$ cat config.mk
export PLATFORM = sky130hd
export DESIGN_NAME = sum_arbiter
export DESIGN_NICKNAME = d
export VERILOG_FILES = /design/src/rtl/sum_arb_pkg.sv /design/src/rtl/dff.sv /design/src/rtl/rr_grant.sv /design/src/rtl/sum.sv /design/src/rtl/sum_arbiter.sv
export SDC_FILE = /design/constraint.sdc
export NUM_CORES = 1
export LEC_CHECK = 0
export CAP_MARGIN = 0
export CORE_MARGIN = 10
export CORE_UTILIZATION = 39
export DETAILED_ROUTE_END_ITERATION = 8
export MAX_ROUTING_LAYER = met4
export PLACE_DENSITY = 0.84
export SKIP_CTS_REPAIR_TIMING = 1
export SLEW_MARGIN = 25
export SYNTH_ARGS = -nofsm -noshare
export SYNTH_HDL_FRONTEND = slang
export SYNTH_SLANG_ARGS = --single-unit
$ cat constraint.sdc
create_clock -name clk -period 4.54 [get_ports clk]
set_input_delay 1.362 -clock clk [delete_from_list [all_inputs] [get_ports clk]]
set_output_delay 1.362 -clock clk [all_outputs]
set_load 0.01 [all_outputs]
$ cat src/rtl/sum_arb_pkg.sv
// Shared types and constants for the round-robin sum arbiter.
// Statistics counters are built only when SUM_ARB_STATS_EN is defined.
package sum_arb_pkg;

   typedef enum logic {
      S_EMPTY = 1'b0,
      S_FULL  = 1'b1
   } state_t;

   localparam int STAT_W = 16;

   // Index width for n requesters; a lone requester still needs one bit.
   function automatic int id_w(input int n);
      return (n > 1) ? $clog2(n) : 1;
   endfunction

endpackage

$ cat src/rtl/dff.sv
// Enabled D flip-flop bank with synchronous active-low clear.
module dff #(
   parameter int W = 1
) (
   input  logic         clk,
   input  logic         rst,
   input  logic         en,
   input  logic [W-1:0] d,
   output logic [W-1:0] q
);

   // Storage register, loaded only when en is high.
   always_ff @(posedge clk) begin
      if (!rst) begin
         q <= {W{1'b0}};
      end else if (en) begin
         q <= d;
      end
   end

endmodule

$ cat src/rtl/rr_grant.sv
// Combinational round-robin pick: first set bit of req at or above ptr, wrapping to 0.
module rr_grant #(
   parameter int N  = 4,
   parameter int PW = 2
) (
   input  logic [N-1:0]  req,
   input  logic [PW-1:0] ptr,
   output logic [N-1:0]  grant,
   output logic [PW-1:0] grant_idx
);

   logic found_s;
   logic hit_s;

   // Two passes: indices >= ptr first, then the wrapped indices below ptr.
   always_comb begin
      grant     = {N{1'b0}};
      grant_idx = {PW{1'b0}};
      found_s   = 1'b0;
      hit_s     = 1'b0;
      for (int i = 0; i < N; i++) begin
         hit_s     = req[i] && !found_s && (i >= int'(ptr));
         grant[i]  = grant[i] | hit_s;
         grant_idx = hit_s ? PW'(i) : grant_idx;
         found_s   = found_s | hit_s;
      end
      for (int i = 0; i < N; i++) begin
         hit_s     = req[i] && !found_s && (i < int'(ptr));
         grant[i]  = grant[i] | hit_s;
         grant_idx = hit_s ? PW'(i) : grant_idx;
         found_s   = found_s | hit_s;
      end
   end

endmodule

$ cat src/rtl/sum.sv
// Shared registered adder: y <= a + b (zero-extended, no overflow loss) when en is high.
module sum #(
   parameter int WIDTH = 8
) (
   input  logic             clk,
   input  logic             rst,
   input  logic             en,
   input  logic [WIDTH-1:0] a,
   input  logic [WIDTH-1:0] b,
   output logic [WIDTH:0]   y
);

   // Result register, cleared by the synchronous active-low reset.
   always_ff @(posedge clk) begin
      if (!rst) begin
         y <= {(WIDTH+1){1'b0}};
      end else if (en) begin
         y <= {1'b0, a} + {1'b0, b};
      end
   end

endmodule

$ cat src/rtl/sum_arbiter.sv
// Round-robin arbiter sharing one registered adder among NUM_REQ requesters.
// Define SUM_ARB_STATS_EN to add saturating per-requester grant counters (grant_cnt).
module sum_arbiter
   import sum_arb_pkg::*;
#(
   parameter int WIDTH   = 8,
   parameter int NUM_REQ = 4,
   parameter int ID_W    = id_w(NUM_REQ)
) (
   input  logic                     clk,
   input  logic                     rst,
   input  logic [NUM_REQ-1:0]       req_valid,
   output logic [NUM_REQ-1:0]       req_ready,
   input  logic [NUM_REQ*WIDTH-1:0] req_a,
   input  logic [NUM_REQ*WIDTH-1:0] req_b,
   output logic                     res_valid,
   input  logic                     res_ready,
   output logic [WIDTH:0]           res_data,
   output logic [ID_W-1:0]          res_id
`ifdef SUM_ARB_STATS_EN
   ,
   output logic [NUM_REQ*STAT_W-1:0] grant_cnt
`endif
);

   state_t             state_r;
   state_t             state_nx_s;
   logic [ID_W-1:0]    ptr_r;
   logic [ID_W-1:0]    ptr_nx_s;
   logic [NUM_REQ-1:0] grant_s;
   logic [ID_W-1:0]    grant_idx_s;
   logic               stall_s;
   logic               acc_s;
   logic [WIDTH-1:0]   a_sel_s;
   logic [WIDTH-1:0]   b_sel_s;

   assign res_valid = (state_r == S_FULL);

   rr_grant #(
      .N  (NUM_REQ),
      .PW (ID_W)
   ) u_rr_grant (
      .req       (req_valid),
      .ptr       (ptr_r),
      .grant     (grant_s),
      .grant_idx (grant_idx_s)
   );

   // Handshake: a held, unconsumed result blocks every grant; reset blocks them too.
   always_comb begin
      stall_s   = res_valid & ~res_ready;
      req_ready = (rst && !stall_s) ? grant_s : {NUM_REQ{1'b0}};
      acc_s     = |(req_valid & req_ready);
      a_sel_s   = req_a[grant_idx_s*WIDTH +: WIDTH];
      b_sel_s   = req_b[grant_idx_s*WIDTH +: WIDTH];
      ptr_nx_s  = (grant_idx_s == ID_W'(NUM_REQ-1)) ? {ID_W{1'b0}} : grant_idx_s + ID_W'(1);
   end

   // Output-slot state: a new acceptance always (re)fills the slot.
   always_comb begin
      state_nx_s = state_r;
      case (state_r)
         S_EMPTY: state_nx_s = acc_s ? S_FULL : S_EMPTY;
         S_FULL: begin
            if (acc_s) begin
               state_nx_s = S_FULL;
            end else if (res_ready) begin
               state_nx_s = S_EMPTY;
            end else begin
               state_nx_s = S_FULL;
            end
         end
         default: state_nx_s = S_EMPTY;
      endcase
   end

   // State and round-robin pointer registers.
   always_ff @(posedge clk) begin
      if (!rst) begin
         state_r <= S_EMPTY;
         ptr_r   <= {ID_W{1'b0}};
      end else begin
         state_r <= state_nx_s;
         if (acc_s) begin
            ptr_r <= ptr_nx_s;
         end
      end
   end

   sum #(
      .WIDTH (WIDTH)
   ) u_sum (
      .clk (clk),
      .rst (rst),
      .en  (acc_s),
      .a   (a_sel_s),
      .b   (b_sel_s),
      .y   (res_data)
   );

   dff #(
      .W (ID_W)
   ) u_res_id (
      .clk (clk),
      .rst (rst),
      .en  (acc_s),
      .d   (grant_idx_s),
      .q   (res_id)
   );

`ifdef SUM_ARB_STATS_EN
   logic [STAT_W-1:0] cnt_r [NUM_REQ];

   // Saturating acceptance counters, cleared only by reset.
   always_ff @(posedge clk) begin
      if (!rst) begin
         for (int i = 0; i < NUM_REQ; i++) begin
            cnt_r[i] <= {STAT_W{1'b0}};
         end
      end else begin
         for (int i = 0; i < NUM_REQ; i++) begin
            if (req_valid[i] && req_ready[i] && (cnt_r[i] != {STAT_W{1'b1}})) begin
               cnt_r[i] <= cnt_r[i] + STAT_W'(1);
            end
         end
      end
   end

   for (genvar g = 0; g < NUM_REQ; g++) begin : g_cnt
      assign grant_cnt[g*STAT_W +: STAT_W] = cnt_r[g];
   end
`endif

endmodule

## Yosys cells after proc, flatten, opt, wreduce, memory -nomap -nowiden

Cells that the tools add are included.

- Reductions and logical operators: 21
- Order comparisons: 6
- Eq/ne operators: 1
- Bitwise gates (word level): 12
- Shift operators: 2
- Add/subtract/negate cells: 2
- Multiplexer cells: 12

Operators with widths:

| operator | count |
|---|---|
| $shiftx A32 B6 Y8 | 2 |
| $logic_and A1 B1 Y1 | 13 |
| $mux W2 | 6 |
| $add A8 B8 Y9 | 1 |
| $or A1 B1 Y1 | 8 |
| $logic_not A1 Y1 | 7 |
| $and A4 B4 Y4 | 1 |
| $ge A1 B2 Y1 const A | 2 |
| $lt A1 B2 Y1 const A | 2 |
| $mux W1 | 4 |
| $mux W4 | 1 |
| $reduce_or A4 Y1 | 1 |
| $add A2 B1 Y2 const B | 1 |
| $eq A2 B2 Y1 const B | 1 |
| $ge A2 B2 Y1 const A | 1 |
| $lt A2 B2 Y1 const A | 1 |
| $not A1 Y1 | 2 |
| $pmux W1 S2 | 1 |
| $and A1 B1 Y1 | 1 |

- Output and inout bits: 16
- Register bits after elaboration: 14
- Logic and storage cells: 60

## Depth between registers and ports, before layout

- Word-level depth: 30
- Mapped depth: 16
- Gate-level depth less buffers: 13

## Hierarchy

Synthesis repeated with hierarchy kept, for this count alone.

- Cell total of the unflattened synthesis: 149
- Area total of the unflattened synthesis: 1564.0 um2

By module, submodules not included:

| module | sequential area each (um2) | cells each | area each (um2) | instances |
|---|---|---|---|---|
| sum | 180.2 | 71 | 656.9 | 1 |
| sum_arbiter | 60.1 | 41 | 609.3 | 1 |
| rr_grant | 0.0 | 31 | 225.2 | 1 |
| dff | 40.0 | 6 | 72.6 | 1 |

## Worst setup path after synthesis

No wires, ideal clock.

- Kind: input to register
- Start point: input port req_valid[1]
- End point: register u_sum.y[6]
- Path buffers: 3
- Required time: 4412 ps
- Slack: 720 ps
- Arrival: 3691 ps
- Cell stages on the path: 16
- Cells stage by stage: buf_2 a21oi_2 o21ai_1 o2bb2a_4 buf_6 buf_4 mux2i_1 mux2i_1 ha_1 inv_1 fa_1 nor2b_1 o31a_1 o21ai_0 mux2i_1 o211ai_1

- Longest elaborated chain between the ends: 25

RTL lines:

| item | line | source |
|---|---|---|
| start, declared | sum_arbiter.sv:12 | `input logic [NUM_REQ-1:0] req_valid,` |
| parallel branches: the longest is 25 deep, another holds $logic_and A1 B1 Y1 | n/a |  |
| end signal, assigned | sum.sv:16 | `y <= {(WIDTH+1){1'b0}};` |
| end signal, assigned | sum.sv:18 | `y <= {1'b0, a} + {1'b0, b};` |
| end, declared | sum.sv:10 | `output logic [WIDTH:0] y` |

Several ways; the timed one is not identified.
A chain may end at the register's enable or synchronous reset.

## Worst setup path after layout

- Start point: input port req_valid[1]
- End point: output port req_ready[2]

- Longest elaborated chain between the ends: 23

RTL lines:

| item | line | source |
|---|---|---|
| $logic_and A1 B1 Y1 (2 in a row) | rr_grant.sv:22 | `hit_s = req[i] && !found_s && (i >= int'(ptr));` |
| $or A1 B1 Y1 | rr_grant.sv:25 | `found_s = found_s \| hit_s;` |
| $logic_not A1 Y1 | rr_grant.sv:22 |  |
| $logic_and A1 B1 Y1 (2 in a row) | rr_grant.sv:22 |  |
| $or A1 B1 Y1 | rr_grant.sv:25 |  |
| $logic_not A1 Y1 | rr_grant.sv:22 |  |
| $logic_and A1 B1 Y1 | rr_grant.sv:22 |  |
| $or A1 B1 Y1 | rr_grant.sv:25 |  |
| [3 not listed] | n/a |  |
| $or A1 B1 Y1 | rr_grant.sv:31 | `found_s = found_s \| hit_s;` |
| $logic_not A1 Y1 | rr_grant.sv:28 | `hit_s = req[i] && !found_s && (i < int'(ptr));` |
| $logic_and A1 B1 Y1 (2 in a row) | rr_grant.sv:28 |  |
| $or A1 B1 Y1 | rr_grant.sv:31 |  |
| $logic_not A1 Y1 | rr_grant.sv:28 |  |
| $logic_and A1 B1 Y1 (2 in a row) | rr_grant.sv:28 |  |
| $or A1 B1 Y1 * | rr_grant.sv:29 | `grant[i] = grant[i] \| hit_s;` |
| $mux W4 * | sum_arbiter.sv:52 | `req_ready = (rst && !stall_s) ? grant_s : {NUM_REQ{1'b0}};` |
| end, declared | sum_arbiter.sv:13 | `output logic [NUM_REQ-1:0] req_ready,` |

Mark *: on every way between the ends. The rest lies on a longest branch, timed or not.

==> flow_results.xml <==
<?xml version="1.0" encoding="UTF-8"?>
<metrics>
  <group name="status">
    <metric name="run_status" unit="">completed</metric>
  </group>
  <group name="global_routing">
    <metric name="grt_pass1_vias" unit="">1690</metric>
    <metric name="global_route.usage.total" unit="%">14.6</metric>
    <metric name="met2_capacity_usage_during_global_routing" unit="%">22.2</metric>
    <metric name="grt_start_max_net_pins" unit="">23</metric>
    <metric name="initial_antenna_violation_count" unit="">0</metric>
    <metric name="grt_first_pass_wirelength" unit="mm">8.53</metric>
    <metric name="globalRouteMet3Util" unit="%">2.83</metric>
    <metric name="grt_overflow" unit="">0</metric>
    <metric name="top_usage_layer" unit="">met2</metric>
    <metric name="grt.met1_usage" unit="%">19.6</metric>
  </group>
  <group name="route">
    <metric name="drt_iter0_markers" unit="">78</metric>
    <metric name="drt_drc_violations_left" unit="">0</metric>
    <metric name="vias_per_cell" unit="">5.29</metric>
    <metric name="detailed_route_wire_length" unit="mm">5.24</metric>
    <metric name="average_routed_wire_per_standard_cell" unit="um">16.2</metric>
    <metric name="firstDrtPassIters" unit="">4</metric>
    <metric name="drt.antenna.violating_nets" unit="">0</metric>
    <metric name="num_vias" unit="">1713</metric>
  </group>
  <group name="final_layout">
    <metric name="drive_above_1_share" unit="%">7.66</metric>
    <metric name="mostFrequentLayoutCell" unit="">sky130_fd_sc_hd__clkdlybuf4s50_1</metric>
    <metric name="most_frequent_cells_in_the_layout" unit="">sky130_fd_sc_hd__clkdlybuf4s50_1 (85), sky130_fd_sc_hd__mux2i_1 (49), sky130_fd_sc_hd__nor2_1 (16), sky130_fd_sc_hd__dfxtp_1 (14), sky130_fd_sc_hd__a21oi_1 (11)</metric>
    <metric name="area_growth" unit="%">61.4</metric>
    <metric name="finish.instance_area" unit="sq um">2560</metric>
    <metric name="final_nets" unit="">356</metric>
    <metric name="finalCoreUtilization" unit="%">64.4</metric>
    <metric name="insertedDiodeCount" unit="">0</metric>
    <metric name="stdcell_count" unit="">324</metric>
  </group>
  <group name="logic_synthesis">
    <metric name="synthDominantCellAreaShare" unit="%">30.9</metric>
    <metric name="syn-cell-area" unit="sq um">1590</metric>
    <metric name="yosys.area_share.xor_xnor" unit="%">0.552</metric>
    <metric name="synth_seq_cells" unit="">14</metric>
    <metric name="synth_compound_area_share" unit="%">17.6</metric>
    <metric name="synth-warning-count" unit="">0</metric>
    <metric name="synth.distinct_cells" unit="">42</metric>
    <metric name="syn_inst" unit="">187</metric>
    <metric name="synth_edf_count" unit="">0</metric>
    <metric name="netlist.top_cell.by_area" unit="">sky130_fd_sc_hd__mux2i_1</metric>
    <metric name="ys_seq_area_share" unit="%">17.7</metric>
    <metric name="synth_area_leaders" unit="">sky130_fd_sc_hd__mux2i_1 (31%), sky130_fd_sc_hd__dfxtp_1 (18%), sky130_fd_sc_hd__ha_1 (7.1%)</metric>
    <metric name="muxShareOfSynthArea" unit="%">32.4</metric>
    <metric name="post_synth_and_or_nand_nor_area_fraction" unit="%">16.0</metric>
    <metric name="post_synthesis_mean_instance_area" unit="sq um">8.48</metric>
    <metric name="postSynthNetCount" unit="">268</metric>
    <metric name="synth-async-reset-ratio" unit="%">0</metric>
    <metric name="synth-adder-area-share" unit="%">8.37</metric>
    <metric name="ys.flop_type" unit="">sky130_fd_sc_hd__dfxtp_1</metric>
    <metric name="synth_top_family_by_area" unit="">multiplexers</metric>
  </group>
  <group name="critical_path">
    <metric name="launching_point_of_the_worst_reg2reg_path" unit="">ptr_r[1]$_SDFFE_PN0P_</metric>
    <metric name="worstSetupStartpoint" unit="">req_valid[1]</metric>
    <metric name="cp.required" unit="ns">3.18</metric>
    <metric name="worst-path-max-fanout" unit="">8</metric>
    <metric name="setup.worst_path.end_class" unit="">primary output</metric>
    <metric name="timing_worst_setup_path_type" unit="">in -&gt; out</metric>
    <metric name="regToRegSetupSlack" unit="ns">1.48</metric>
    <metric name="cp_data_arrival_time" unit="ns">3.05</metric>
    <metric name="setup.worst_path.start_class" unit="">input pin</metric>
  </group>
  <group name="die">
    <metric name="fp-row-count" unit="">23</metric>
    <metric name="initial_core_util" unit="%">39.9</metric>
    <metric name="io_pins" unit="">87</metric>
    <metric name="die_h" unit="um">83.8</metric>
    <metric name="dieWidth" unit="um">83.8</metric>
    <metric name="fp.coreArea" unit="sq um">3970</metric>
    <metric name="dieArea" unit="sq um">7010</metric>
  </group>
  <group name="clock_network">
    <metric name="clock_path_buffers" unit="">2</metric>
    <metric name="numCtsBuffers" unit="">3</metric>
    <metric name="cts_sinks" unit="">14</metric>
    <metric name="tritoncts" unit="">yes</metric>
    <metric name="clk-insertion-delay-late" unit="ns">0.25</metric>
    <metric name="cts.root.buffer_cell" unit="">sky130_fd_sc_hd__clkbuf_8</metric>
    <metric name="htreeDepth" unit="">1</metric>
    <metric name="clk_transition_reported_paths" unit="ns">0.06</metric>
  </group>
  <group name="sta">
    <metric name="fmax" unit="MHz">227</metric>
    <metric name="layout_setup_ws" unit="ns">0.133</metric>
    <metric name="fin_crit_sh" unit="%">97.1</metric>
    <metric name="final_period_minus_worst_setup_slack" unit="ns">4.41</metric>
    <metric name="final_max_slew_viol_count" unit="">0</metric>
    <metric name="slew_headroom" unit="%">49.6</metric>
    <metric name="timing.final.hold_violations" unit="">0</metric>
    <metric name="fin_skew" unit="ns">0.000967</metric>
    <metric name="hold_slack" unit="ns">0.474</metric>
    <metric name="tightest_slew" unit="ns">0.753</metric>
    <metric name="rsz0062_at_grt" unit="">no</metric>
    <metric name="setup_total_negative_slack" unit="ns">0</metric>
    <metric name="finalSetupViolCount" unit="">0</metric>
  </group>
  <group name="place">
    <metric name="detailed_place_hpwl" unit="mm">4.32</metric>
    <metric name="dp.cells" unit="">320</metric>
    <metric name="post_dp_cell_area" unit="sq um">2500</metric>
    <metric name="gpl.final_weighted_congestion" unit="">0.820</metric>
    <metric name="dp_worst_setup_slack" unit="ns">-0.0341</metric>
    <metric name="portBuffers" unit="">86</metric>
  </group>
  <group name="power">
    <metric name="power_density" unit="nW/um^2">270</metric>
    <metric name="vdd_ir_drop_max" unit="V">0.000152</metric>
    <metric name="p_leak" unit="nW">1.01</metric>
    <metric name="p_total" unit="mW">0.691</metric>
  </group>
  <group name="min_path">
    <metric name="hold_path.startpoint" unit="">u_sum.y[7]$_SDFFE_PN0P_</metric>
    <metric name="min-delay-path-class" unit="">reg -&gt; reg</metric>
  </group>
  <group name="job">
    <metric name="cap_viol_max_count" unit="">0</metric>
  </group>
</metrics>
[Yosys cell counts (2+ instances only)]
library cell	count
sky130_fd_sc_hd__a211oi_1	4
sky130_fd_sc_hd__o21ai_1	2
sky130_fd_sc_hd__nor2b_1	2
sky130_fd_sc_hd__nand2b_1	2
sky130_fd_sc_hd__nor3_1	9
sky130_fd_sc_hd__buf_6	2
sky130_fd_sc_hd__nand2_1	7
sky130_fd_sc_hd__buf_4	3
sky130_fd_sc_hd__a21oi_1	11
sky130_fd_sc_hd__o2bb2ai_1	2
sky130_fd_sc_hd__nor2_1	16
sky130_fd_sc_hd__o22a_1	2
sky130_fd_sc_hd__mux2_2	2
sky130_fd_sc_hd__o21a_1	2
sky130_fd_sc_hd__dfxtp_1	14
sky130_fd_sc_hd__ha_1	9
sky130_fd_sc_hd__o21ai_0	10
sky130_fd_sc_hd__o211ai_1	2
sky130_fd_sc_hd__buf_2	6
sky130_fd_sc_hd__inv_1	4
sky130_fd_sc_hd__nand3_1	5
sky130_fd_sc_hd__nand3b_1	3
sky130_fd_sc_hd__mux2i_1	49
[final timing paths]
| check | to | cells after the start |
|---|---|---|
| worst max-delay path | req_ready[2] | 6 |
| worst min-delay path | u_sum.y[7]$_SDFFE_PN0P_ | 2 |
| worst max register to register | u_sum.y[7]$_SDFFE_PN0P_ | 11 |
| worst min register to register | u_sum.y[7]$_SDFFE_PN0P_ | 2 |
[final cells by class]
| type | count | area (sq um) |
|---|---|---|
| repair buffers | 96 | 951 |
| multi-input cells | 155 | 1190 |
| well taps | 50 | 62.6 |
| fillers | 352 | 1410 |
| flip-flops and latches | 14 | 280 |
| clock buffers | 4 | 55.1 |
| inverters | 5 | 18.8 |
[critical path: stages]
cell,delay [ns]
sky130_fd_sc_hd__clkdlybuf4s50_1,0.55
sky130_fd_sc_hd__nor2_1,0.16
sky130_fd_sc_hd__nor2_1,0.05
sky130_fd_sc_hd__o22a_1,0.18
sky130_fd_sc_hd__nor3_1,0.18
sky130_fd_sc_hd__clkdlybuf4s50_1,0.57
[cells by family after synthesis]
logic type,count (synthesis)
DFF,14
AOI/OAI and AO/OA,42
buffers and inverters,18
muxes,51
adders and majority gates,10
and+or+nand+nor,51
xor gates and xnor gates,1
[power breakdown]
part	switching (mW)	internal (mW)	total (mW)	leakage, nW
Sequential	0.0148	0.144	0.159	0.116
Combinational	0.177	0.227	0.403	0.867
Clock	0.0509	0.0771	0.128	0.0288
Total	0.243	0.448	0.691	1.01
[metal layers]
| metal | up-vias | share of wire [%] |
|---|---|---|
| li1 | 870 | - |
| met1 | 761 | 50 |
| met2 | 74 | 44 |
| met3 | 8 | 5.6 |
| met4 | 0 | 1.1 |
| met5 | - | 0 |
[sequential cells by signal (all words and copies together) (netlist names)]
| signal | count |
|---|---|
| res_valid | 1 |
| ptr_r | 2 |
| u_res_id.q | 2 |
| u_sum.y | 9 |
(Power assumes the default switching activity.)
